===== src/rtl/sram_burst_master.sv =====
// sram_burst_master
//   Burst initiator for a single-port synchronous SRAM that samples its pins
//   on the falling clock edge. Accepts (addr, len, dir) burst commands and
//   then walks the SRAM one beat at a time. Write data arrives on a
//   valid/ready stream. Read data leaves on a valid/ready stream and may be
//   held off by backpressure.
//
//   Ports
//     Clk_In, Reset_In          clock (posedge), async active-high reset
//     Cmd_Valid/Ready           command handshake; Ready only while idle
//     Cmd_Write/Addr/Len        direction (1=write), start address, beats-1
//     Wr_Data_Valid/Ready/Data  write stream; Ready only in WRITE
//     Rd_Data_Valid/Ready/Data  read stream; word held until accepted
//     Busy, Done                not idle / one-cycle completion pulse
//     Sram_*                    SRAM pins (Address, Data_In, Write_Enable,
//                               Read_Enable out; Data_Out in)
module sram_burst_master #(
    parameter int DATA_WIDTH = 16,
    parameter int ADDR_WIDTH = 8,
    parameter int LEN_WIDTH  = 8
) (
    input  logic                  Clk_In,
    input  logic                  Reset_In,
    input  logic                  Cmd_Valid,
    output logic                  Cmd_Ready,
    input  logic                  Cmd_Write,
    input  logic [ADDR_WIDTH-1:0] Cmd_Addr,
    input  logic [LEN_WIDTH-1:0]  Cmd_Len,
    input  logic                  Wr_Data_Valid,
    output logic                  Wr_Data_Ready,
    input  logic [DATA_WIDTH-1:0] Wr_Data,
    output logic                  Rd_Data_Valid,
    input  logic                  Rd_Data_Ready,
    output logic [DATA_WIDTH-1:0] Rd_Data,
    output logic                  Busy,
    output logic                  Done,
    output logic [ADDR_WIDTH-1:0] Sram_Address,
    output logic [DATA_WIDTH-1:0] Sram_Data_In,
    output logic                  Sram_Write_Enable,
    output logic                  Sram_Read_Enable,
    input  logic [DATA_WIDTH-1:0] Sram_Data_Out
);

    typedef enum logic [2:0] {IDLE, WRITE, RD_REQ, RD_OUT, FINISH} state_t;

    state_t                state;
    logic [ADDR_WIDTH-1:0] addr;   // address of the next beat
    logic [LEN_WIDTH-1:0]  count;  // beats remaining after the current one

    logic wr_hs;

    assign Cmd_Ready     = (state == IDLE);
    assign Wr_Data_Ready = (state == WRITE);
    assign Busy          = (state != IDLE);
    assign wr_hs         = Wr_Data_Valid & Wr_Data_Ready;

    always_ff @(posedge Clk_In or posedge Reset_In) begin
        if (Reset_In) begin
            state             <= IDLE;
            addr              <= '0;
            count             <= '0;
            Rd_Data           <= '0;
            Rd_Data_Valid     <= 1'b0;
            Done              <= 1'b0;
            Sram_Address      <= '0;
            Sram_Data_In      <= '0;
            Sram_Write_Enable <= 1'b0;
            Sram_Read_Enable  <= 1'b0;
        end else begin
            Done <= 1'b0;
            case (state)
                IDLE: begin
                    if (Cmd_Valid) begin
                        addr  <= Cmd_Addr;
                        count <= Cmd_Len;
                        if (Cmd_Write) begin
                            state <= WRITE;
                        end else begin
                            // Present the first read request immediately
                            state            <= RD_REQ;
                            Sram_Read_Enable <= 1'b1;
                            Sram_Address     <= Cmd_Addr;
                        end
                    end
                end
                WRITE: begin
                    // Write enable is high for exactly the cycle after each
                    // accepted word, so back-to-back words give 1 beat/clk.
                    Sram_Write_Enable <= wr_hs;
                    if (wr_hs) begin
                        Sram_Address <= addr;
                        Sram_Data_In <= Wr_Data;
                        addr         <= addr + ADDR_WIDTH'(1);
                        count        <= count - LEN_WIDTH'(1);
                        if (count == '0) begin
                            state <= FINISH;
                            Done  <= 1'b1;
                        end
                    end
                end
                RD_REQ: begin
                    // SRAM drove Data_Out at the preceding negedge
                    Rd_Data          <= Sram_Data_Out;
                    Rd_Data_Valid    <= 1'b1;
                    Sram_Read_Enable <= 1'b0;
                    state            <= RD_OUT;
                end
                RD_OUT: begin
                    if (Rd_Data_Ready) begin
                        Rd_Data_Valid <= 1'b0;
                        if (count == '0) begin
                            state <= FINISH;
                            Done  <= 1'b1;
                        end else begin
                            addr             <= addr + ADDR_WIDTH'(1);
                            count            <= count - LEN_WIDTH'(1);
                            Sram_Address     <= addr + ADDR_WIDTH'(1);
                            Sram_Read_Enable <= 1'b1;
                            state            <= RD_REQ;
                        end
                    end
                end
                FINISH: begin
                    // Last write beat is still on the pins during this cycle
                    Sram_Write_Enable <= 1'b0;
                    Sram_Read_Enable  <= 1'b0;
                    state             <= IDLE;
                end
                default: state <= IDLE;
            endcase
        end
    end

endmodule

===== config.mk =====
export PLATFORM = sky130hd
export DESIGN_NAME = sram_burst_master
export DESIGN_NICKNAME = d
export VERILOG_FILES = /design/src/rtl/sram_burst_master.sv
export SDC_FILE = /design/constraint.sdc
export NUM_CORES = 1
export LEC_CHECK = 0
export ABC_CLOCK_PERIOD_IN_PS = 5500
export CORE_ASPECT_RATIO = 1.1
export CORE_MARGIN = 1.5
export CORE_UTILIZATION = 50
export CTS_CLUSTER_DIAMETER = 100
export CTS_CLUSTER_SIZE = 25
export DETAILED_ROUTE_END_ITERATION = 10
export PLACE_DENSITY_LB_ADDON = 0.05
export SYNTH_ARGS = -nofsm -noshare
export SYNTH_HDL_FRONTEND = slang
export SYNTH_SLANG_ARGS = --single-unit

===== constraint.sdc =====
create_clock -name Clk_In -period 5.5 [get_ports Clk_In]
set_input_delay 1.1 -clock Clk_In [delete_from_list [all_inputs] [get_ports Clk_In]]
set_output_delay 1.1 -clock Clk_In [all_outputs]
set_load 0.01 [all_outputs]

* After elaboration in Yosys (flattened, before gate mapping)
Cells that the tools add are included.
** Storage, ports and cells
- Bits in registers :: 63
- Input port bits :: 54
- Output and inout bits :: 47
- Logic and storage cells :: 70
** Operators by class
- $add $sub $neg :: 2
- Equality and inequality tests :: 10
- Muxes and demuxes :: 33
- Bitwise gates (word level) :: 1
- Reductions and logical operators :: 14
** Operators by type and width (count)
- 2-to-1 mux 8 bit :: 11
- case mux 8 bit (3 select lines) :: 3
- 2-to-1 mux 3 bit :: 5
- case mux 3 bit (4 select lines) :: 1
- AND reduction 5 bit :: 2
- nonzero test 3 bit :: 3
- adder 8 x 1 -> 8 bit, second input constant :: 1
- logical NOT 8 bit :: 1
- 2-to-1 mux 1 bit :: 8
- != test 2 bit, second input constant :: 4
- subtractor 8 x 1 -> 8 bit, second input constant :: 1
- equality test 3 x 2 -> 1 bit, second input constant :: 2
- case mux 1 bit (2 select lines) :: 3
- AND reduction 6 bit :: 1
- != test 2 x 1 -> 1 bit, second input constant :: 2
- AND reduction 2 bit :: 2
- AND reduction 4 bit :: 1
- nonzero test 2 bit :: 2
- equality test 3 x 1 -> 1 bit, second input constant :: 1
- equality test 3 bit, second input constant :: 1
- logical NOT 3 bit :: 1
- case mux 1 bit (3 select lines) :: 1
- 2-to-1 mux 2 bit :: 1
- OR reduction 2 bit :: 1
- bitwise AND 1 bit :: 1

* Longest topological paths before layout
Gate-level depths: netlist of the first run.
- Depth after elaboration :: 4
- Gate-level depth with buffers :: 7
- Depth with buffers taken out :: 6

* Least setup slack after synthesis of the first run
OpenSTA, ideal clock, no wires.
- Kind :: register to output
- Start :: register state[1]
- End :: output Busy
- Data arrival time :: 1.133 ns
- Data required time :: 4.400 ns
- Setup slack :: 3.267 ns
- Cell stages (with the launch flop) :: 4
- Buffers on the path :: 1
- Cells stage by stage :: dfrtp_1 buf_6 nor3_1 inv_1
** Between the ends
- Word-level cells in the longest chain between the ends :: 1
** Ends and longest elaborated chain
- start, declared :: line 46 : state_t state;
- start signal, assigned :: line 59 : state <= IDLE;
- start signal, assigned :: line 77 : state <= WRITE;
- start signal, assigned :: line 80 : state <= RD_REQ;
- nonzero test 3 bit :: line 54 : assign Busy = (state != IDLE);
- end, declared :: line 35 : output logic Busy,
Every way passes these cells.

* Worst setup path in the final report of the first run
Same ends and word-level chain as after synthesis.

==> results.yml, run 1 <==
outcome:
  status: "complete, no violations"
placed_design:
  place_hpwl_um: 5070
  gp_congestion: 0.825
  io_buffers: 100
run:
  drv_cap: 0
floorplanning:
  initial_utilization: 0.521
  die-area_um2: 6950
  io-pin-count: 101
  row_count: 30
  die_y_um: 87.3
  fp.coreArea_um2: 6190
  die_width_um: 79.6
worst_setup_path:
  endpoint_kind: "output pin"
  path_cells: "nor3_1 > inv_1 > clkdlybuf4s50_1"
  startpoint_type: "flip-flop"
  cp_max_fo: 23
  crit_path_top_delay_cell: "dfrtp_1"
  worstPathRequired_ns: 4.40
  critPathArrivalTime_ns: 2.22
  crit_path_max_incr_delay_ns: 0.70
  crit_type: "reg2out"
logic_synthesis:
  synth.net_count: 346
  avgSynthCellArea_um2: 11.1
  synthFlopType: "dfrtp_1"
  async_flop_share: 1.00
  synthesis.area_um2: 3230
  synthDistinctLibCells: 53
  ys_seq_area_frac: 0.488
  ys_warn_count: 0
  synth_edf_count: 0
  syn_inst: 290
  synth-seq-cells: 63
timing:
  slew_viol_final: 0
  setup_viol: 0
  fin_crit_ns: 3.32
  tns_ns: 0
  period_share: 0.604
  fmax_ghz: 0.301
  rsz0062_at_grt: "false"
  fin_worst_skew_ns: 0.00906
  worst_pin_slew_ns: 1.03
  hold_viol: 0
  maxSlewHeadroom: 0.313
  holdWs_ns: 0.488
route:
  vias: 2634
  drt-vias-per-instance: 5.62
  wirelength_um: 7460
  initialDrtViolationCount: 162
  firstDrtPassIters: 4
  ant_nets: 0
  post_drt_wl_per_cell_um: 15.9
  drcViolationCount: 0
clocking:
  clk_latency_ns: 0.34
  ctsRootBufferMaster: "clkbuf_8"
  cts_buffers: 9
  tritoncts: "yes"
  clk_pin_slew_ns: 0.06
  cts_sinks: 63
  clockBufferDepth: 2
  htreeDepth: 3
  post_cts_resized: 0
  cts_hold_buffers: 0
  cts_setup_buffers: 0
grt:
  grt_usage: 0.230
  grt_pass1_wl_um: 12400
  antenna_found_initial: 0
  gr-total-overflow: 0
  grt_max_degree: 64
  grt_pass1_vias: 2628
cells_and_area:
  fin_nets: 440
  area_growth_syn_to_layout_pct: 37.2
  fin_util: 0.715
  diodes: 0
  drive_gt1_frac: 0.172
pwr:
  irDropWorstVdd_v: 0.000303
  power_density_nw_per_um2: 585
  p_leak_nw: 1.77
hold_path:
  hp-class: "reg2reg"
[worst max-delay path: cells and delay by family, from the launching register on]
kind | cells | cell delay, ns
flip-flops | 1 | 0.70
buffers and inverters | 2 | 0.69
AND/OR/NAND/NOR | 1 | 0.49
[sequential cells by signal, indices dropped and copies added, names as in the netlist]
| signal | count |
|---|---|
| Rd_Data | 16 |
| Sram_Data_In | 16 |
| Sram_Address | 8 |
| addr | 8 |
| count | 8 |
| state | 3 |
| Done | 1 |
| Rd_Data_Valid | 1 |
| Sram_Read_Enable | 1 |
| Sram_Write_Enable | 1 |
[layout by cell type, fill, tap and decap left out, types with 2 or more instances in the layout]
cell,count
clkbuf_8,11
nand3b_1,2
a31o_2,3
nor2_1,16
ha_1,2
nor4_1,4
mux2i_1,4
or3_1,4
o22ai_1,2
nor3_1,6
mux2_1,4
inv_1,7
nand2b_1,4
clkdlybuf4s50_1,100
buf_4,2
dfrtp_1,63
nand3_1,4
o31ai_1,4
o21bai_1,2
o21ai_0,18
nand4_1,5
o32ai_1,2
bufinv_16,2
clkbuf_1,2
a31oi_1,12
a21oi_1,25
nand2_1,14
mux2_2,35
xor2_1,3
[through the flow]
stage	total power, mW	setup slack (ns)	cells	cell area [um^2]
floorplan	1.65	2.83	290	3230
global placement	2.12	2.23	453	4210
detailed placement	2.15	2.13	453	4210
CTS	2.61	2.21	469	4430
global route	2.78	2.00	469	4430
finish	2.59	2.18	469	4430
[area by class of cell]
| class | instances | area [um^2] |
|---|---|---|
| fill | 473 | 1760 |
| sequential | 63 | 1580 |
| multi-input combinational | 200 | 1480 |
| timing repair buffer | 102 | 1020 |
| clock buffer | 13 | 159 |
| tap | 80 | 100 |
| clock inverter | 3 | 65.1 |
| inverter | 8 | 30.0 |
[worst paths after layout]
| kind | start | to | slack [ns] | cells after the start |
|---|---|---|---|---|
| max | state[1] | Busy | 2.18 | 3 |
| min | Rd_Data_Valid | Rd_Data_Valid | 0.49 | 1 |
| max reg2reg | state[0] | Sram_Address[4] | 2.61 | 5 |
| min reg2reg | Rd_Data_Valid | Rd_Data_Valid | 0.49 | 1 |
| max in group asynchronous | Reset_In | Sram_Data_In[9] | 3.65 | 3 |
| min in group asynchronous | Reset_In | Sram_Data_In[5] | 1.29 | 3 |
[kinds of logic (layout without fill, tap and decap cells)]
| logic type | Yosys count | after routing | synth area share |
|---|---|---|---|
| AO/OA/AOI/OAI | 79 | 79 | 0.158 |
| AND/OR/NAND/NOR | 71 | 71 | 0.126 |
| flip-flops | 63 | 63 | 0.488 |
| multiplexers | 44 | 44 | 0.155 |
| buffers and inverters | 27 | 126 | 0.0531 |
| XOR/XNOR | 4 | 4 | 0.0109 |
| adder cells (fa/ha/maj) | 2 | 2 | 0.00775 |
[cells in the mapped netlist, types with 5 or more instances]
master | instances | area (um^2)
clkbuf_1 | 6 | 22.5
nor3_1 | 6 | 30.0
a21oi_1 | 25 | 125
dfrtp_1 | 63 | 1580
buf_2 | 6 | 30.0
o21ai_0 | 18 | 90.1
mux2_2 | 35 | 394
nand4_1 | 5 | 31.3
inv_1 | 8 | 30.0
nand2_1 | 14 | 52.6
nor2_1 | 16 | 60.1
a31oi_1 | 12 | 75.1
[power breakdown]
group | internal (mW) | total, mW | switching, mW
clock | 0.280 | 0.453 | 0.174
sequential | 0.694 | 0.905 | 0.211
combinational | 0.687 | 1.23 | 0.547
[per-layer routing]
metal  global-route usage  vias to the layer above  routed length (um)
met1                0.299                     1275                3160
met4                0.100                        0                 113
met5                    0                        -                   0
li1                     -                     1265                   -
met3               0.0618                       10                 489
met2                0.360                       84                3700
No activity file was read; power rests on OpenSTA's default activity.
==> run 2, diff against run 1 <==
- ABC_CLOCK_PERIOD_IN_PS: 5500 -> 3400
- CORE_UTILIZATION: 50 -> 47
- clock period: 5.5 -> 3.4 ns (I/O delays scaled with it)
==> results.yml, run 2 (synthesis results as in run 1) <==
worst_setup_path:
  critPathBufInv: 1
  crit_path_top_delay_cell: "dfrtp_1"
  cp_max_fo: 21
  critPathArrivalTime_ns: 2.06
  startpoint_type: "flip-flop"
  path_cells: "nand2b_4 > nor2_1 > clkdlybuf4s50_1"
  crit_path_max_incr_delay_ns: 0.72
  endpoint_kind: "output pin"
  crit_type: "reg2out"
  cpLargestDelayFamily: "flip-flops"
  worstPathRequired_ns: 2.72
cells_and_area:
  area_growth_syn_to_layout_pct: 37.9
  fin_nets: 443
  largestRegisters: "Rd_Data x16, Sram_Data_In x16"
  fillers: 541
  final_common_cell: "clkdlybuf4s50_1"
  drive_gt1_frac: 0.184
  diodes: 0
  layout_common_cells: "100 x clkdlybuf4s50_1, 63 x dfrtp_1, 35 x mux2_2, 25 x a21oi_1, 18 x o21ai_0"
timing:
  fmax_ghz: 0.365
  slew_viol_final: 0
  maxSlewHeadroom: 0.477
  tns_ns: 0
  fin_crit_ns: 2.74
  worst_pin_slew_ns: 0.783
  hold_viol: 0
  fin_worst_skew_ns: 0.00981
  setup_viol: 0
  rsz0062_at_grt: "false"
  period_share: 0.806
clocking:
  ctsRootBufferMaster: "clkbuf_8"
  tritoncts: "yes"
  clk_pin_slew_ns: 0.08
  clockBufferDepth: 2
  cts_setup_buffers: 0
  clk_latency_ns: 0.34
  post_cts_resized: 0
  htreeDepth: 3
  cts_buffers: 9
  cts_sinks: 63
  cts_hold_buffers: 0
placed_design:
  gp_congestion: 0.818
  place_hpwl_um: 5040
  io_buffers: 100
hold_path:
  hp-class: "reg2reg"
run:
  drv_cap: 0
pwr:
  switchingPower_mw: 1.53
  pwr-share-clk: 0.163
  p_int_mw: 2.61
  power_frac_seq: 0.349
  p_sw_frac: 0.370
  power_density_nw_per_um2: 929
  p_leak_nw: 1.77
  combPwrFrac: 0.488
  totalPowerFinal_mw: 4.14
  irDropWorstVdd_v: 0.000523
floorplanning:
  die_width_um: 82.0
  initial_utilization: 0.487
  io-pin-count: 101
  die_y_um: 89.9
  fp.coreArea_um2: 6630
  die-area_um2: 7380
  row_count: 31
grt:
  gr-total-overflow: 0
  antenna_found_initial: 0
  grt_pass1_vias: 2633
  grt_usage: 0.215
  grt_pass1_wl_um: 12300
  grt_max_degree: 64
route:
  vias: 2602
  drcViolationCount: 0
  ant_nets: 0
  post_drt_wl_per_cell_um: 15.6
  wirelength_um: 7380
  initialDrtViolationCount: 98
  firstDrtPassIters: 4
  drt-vias-per-instance: 5.49
outcome:
  status: "complete, no violations"
## run 2: routing by layer
metal / vias up / part of all wire / GRT usage / wire [um]
met5: - / 0 / 0 / 0
met4: 0 / 0.013 / 0.0720 / 99
met3: 8 / 0.068 / 0.0660 / 503
met2: 70 / 0.50 / 0.344 / 3690
met1: 1259 / 0.42 / 0.272 / 3090
li1: 1265 / - / - / -
## run 2: final timing paths
check                                    from                end  slack [ns]  depth (start not counted)
worst min-delay path            Rd_Data_Valid      Rd_Data_Valid        0.48                          1
min in group asynchronous            Reset_In    Sram_Address[3]        0.70                          3
max in group asynchronous            Reset_In  Sram_Write_Enable        2.39                          3
worst max register to register       count[0]    Sram_Address[4]        1.12                          7
worst min register to register  Rd_Data_Valid      Rd_Data_Valid        0.48                          1
worst max-delay path                 state[0]      Wr_Data_Ready        0.66                          3
## run 2: stage by stage
step | setup slack (ns) | instances | cell area (um^2) | hold slack (ns) | utilization
floorplan | 1.15 | 290 | 3230 | 0.473 | -
global placement | 0.866 | 458 | 4240 | 0.464 | 0.640
detailed placement | 0.853 | 458 | 4240 | 0.468 | 0.640
CTS | 0.629 | 474 | 4450 | 0.490 | 0.671
global route | 0.556 | 474 | 4450 | 0.522 | 0.671
finish | 0.661 | 474 | 4450 | 0.485 | 0.671
## run 2: layout make-up
| class | count | area, um^2 | share of cell area |
|---|---|---|---|
| tap | 82 | 103 | 0.0230 |
| multi-input combinational | 200 | 1480 | 0.333 |
| sequential | 63 | 1580 | 0.354 |
| clock inverter | 6 | 70.1 | 0.0157 |
| inverter | 8 | 30.0 | 0.00675 |
| clock buffer | 10 | 138 | 0.0309 |
| timing repair buffer | 105 | 1050 | 0.236 |
## run 2: power groups by stage
stage	Sequential (mW)	Combinational [mW]	Clock [mW]
after CTS	1.45	2.05	0.687
after global routing	1.51	2.21	0.720
after floorplan	1.49	1.18	0
after detailed placement	1.45	2.04	0
final	1.45	2.02	0.673
after global placement	1.44	2.01	0
==> run 3, diff against run 2 <==
- ABC_CLOCK_PERIOD_IN_PS: 3400 -> 2770
- clock period: 3.4 -> 2.77 ns (I/O delays scaled with it)
==> results.yml, run 3 (synthesis results as in run 1) <==
clocking:
  cts_buffers: 9
  ctsRootBufferMaster: "clkbuf_8"
  clockBufferDepth: 2
  htreeDepth: 3
  post_cts_resized: 0
  cts_sinks: 63
  clk_latency_ns: 0.35
  tritoncts: "yes"
  cts_setup_buffers: 0
  clk_pin_slew_ns: 0.08
  cts_hold_buffers: 0
grt:
  grt_pass1_vias: 2711
  grt_max_degree: 37
  antenna_found_initial: 0
  grt_pass1_wl_um: 12600
  gr-total-overflow: 0
  grt_usage: 0.223
floorplanning:
  fp.coreArea_um2: 6630
  row_count: 31
  die_width_um: 82.0
  io-pin-count: 101
  initial_utilization: 0.487
  die-area_um2: 7380
  die_y_um: 89.9
cells_and_area:
  drive_gt1_frac: 0.194
  final_common_cell: "clkdlybuf4s50_1"
  fin_cells: 478
  fillers: 507
  area_growth_syn_to_layout_pct: 39.9
  largestRegisters: "Rd_Data x16, Sram_Data_In x16"
  diodes: 0
  layout_common_cells: "100 x clkdlybuf4s50_1, 62 x dfrtp_1, 35 x mux2_2, 25 x a21oi_1, 18 x o21ai_0"
  fin_nets: 447
timing:
  maxSlewHeadroom: 0.621
  setup_viol: 0
  fin_worst_skew_ns: 0.00895
  fmax_ghz: 0.387
  rsz0062_at_grt: "false"
  fin_crit_ns: 2.59
  slew_viol_final: 0
  tns_ns: 0
  hold_viol: 0
  period_share: 0.933
  worst_pin_slew_ns: 0.568
pwr:
  power_density_nw_per_um2: 1170
  totalPowerFinal_mw: 5.28
  p_leak_nw: 1.81
  irDropWorstVdd_v: 0.000813
outcome:
  status: "complete, no violations"
route:
  firstDrtPassIters: 4
  ant_nets: 0
  wirelength_um: 7740
  drcViolationCount: 0
  vias: 2623
  initialDrtViolationCount: 89
  post_drt_wl_per_cell_um: 16.2
  drt-vias-per-instance: 5.49
worst_setup_path:
  critPathArrivalTime_ns: 2.03
  crit_type: "reg2out"
  cp_max_fo: 21
  endpoint_kind: "output pin"
  startpoint_type: "flip-flop"
  worstPathRequired_ns: 2.22
placed_design:
  placedCellCount: 462
  place_hpwl_um: 5470
  io_buffers: 100
  gp_congestion: 0.770
run:
  drv_cap: 0
hold_path:
  hp-class: "in2async"
run 3: changes by cell type in the layout (fill, tap and decap cells not counted), sizes merged:
cell | before | now
bufinv | 1 | 3
inv | 8 | 9
buf | 5 | 9
clkinvlp | 3 | 1
clkbuf | 10 | 9
run 3: area by class of cell:
cell class / count / area (um^2) / share of cell area
Clock buffer: 9 / 124 / 0.0274
Tap cell: 82 / 103 / 0.0227
Timing Repair Buffer: 109 / 1080 / 0.239
Inverter: 8 / 30.0 / 0.00664
Clock inverter: 7 / 120 / 0.0266
Sequential cell: 63 / 1580 / 0.349
Multi-Input combinational cell: 200 / 1480 / 0.328
run 3: through the flow:
step | cell area [um^2] | worst slack, ns | hold slack [ns] | util
after floorplan | 3230 | 0.646 | 0.473 | -
after global routing | 4520 | 0.0808 | 0.489 | 0.681
after global placement | 4270 | 0.537 | 0.462 | 0.644
after CTS | 4520 | 0.145 | 0.468 | 0.681
final | 4520 | 0.184 | 0.473 | 0.681
after detailed placement | 4270 | 0.480 | 0.469 | 0.644
run 3: report_power, final:
part / switching, mW / internal, mW
Combinational: 1.13 / 1.40
Sequential: 0.395 / 1.38
Clock: 0.372 / 0.600
Total: 1.90 / 3.38
run 3: final timing paths:
check                              start         endpoint  slack, ns  cells after the start
max in group asynchronous       Reset_In         state[0]       1.77                      3
min in group Clk_In        Rd_Data_Valid    Rd_Data_Valid       0.48                      1
setup / recovery                state[2]    Wr_Data_Ready       0.18                      3
setup reg to reg                count[0]         count[1]       0.61                      6
hold reg to reg            Rd_Data_Valid    Rd_Data_Valid       0.48                      1
hold / removal                  Reset_In  Sram_Data_In[8]       0.47                      2
run 3: critical path, stage by stage, from the launching register on:
cell and delay, ns:
dfrtp_1 0.70, nand2b_4 0.40, nor2_1 0.08, clkdlybuf4s50_1 0.50
run 3: per-layer routing:
metal	global-route usage	share of wire	up-vias
met1	0.270	0.41	1283
li1	-	-	1267
met5	0	0	-
met4	0.0720	0.0090	0
met2	0.361	0.51	67
met3	0.0832	0.068	6
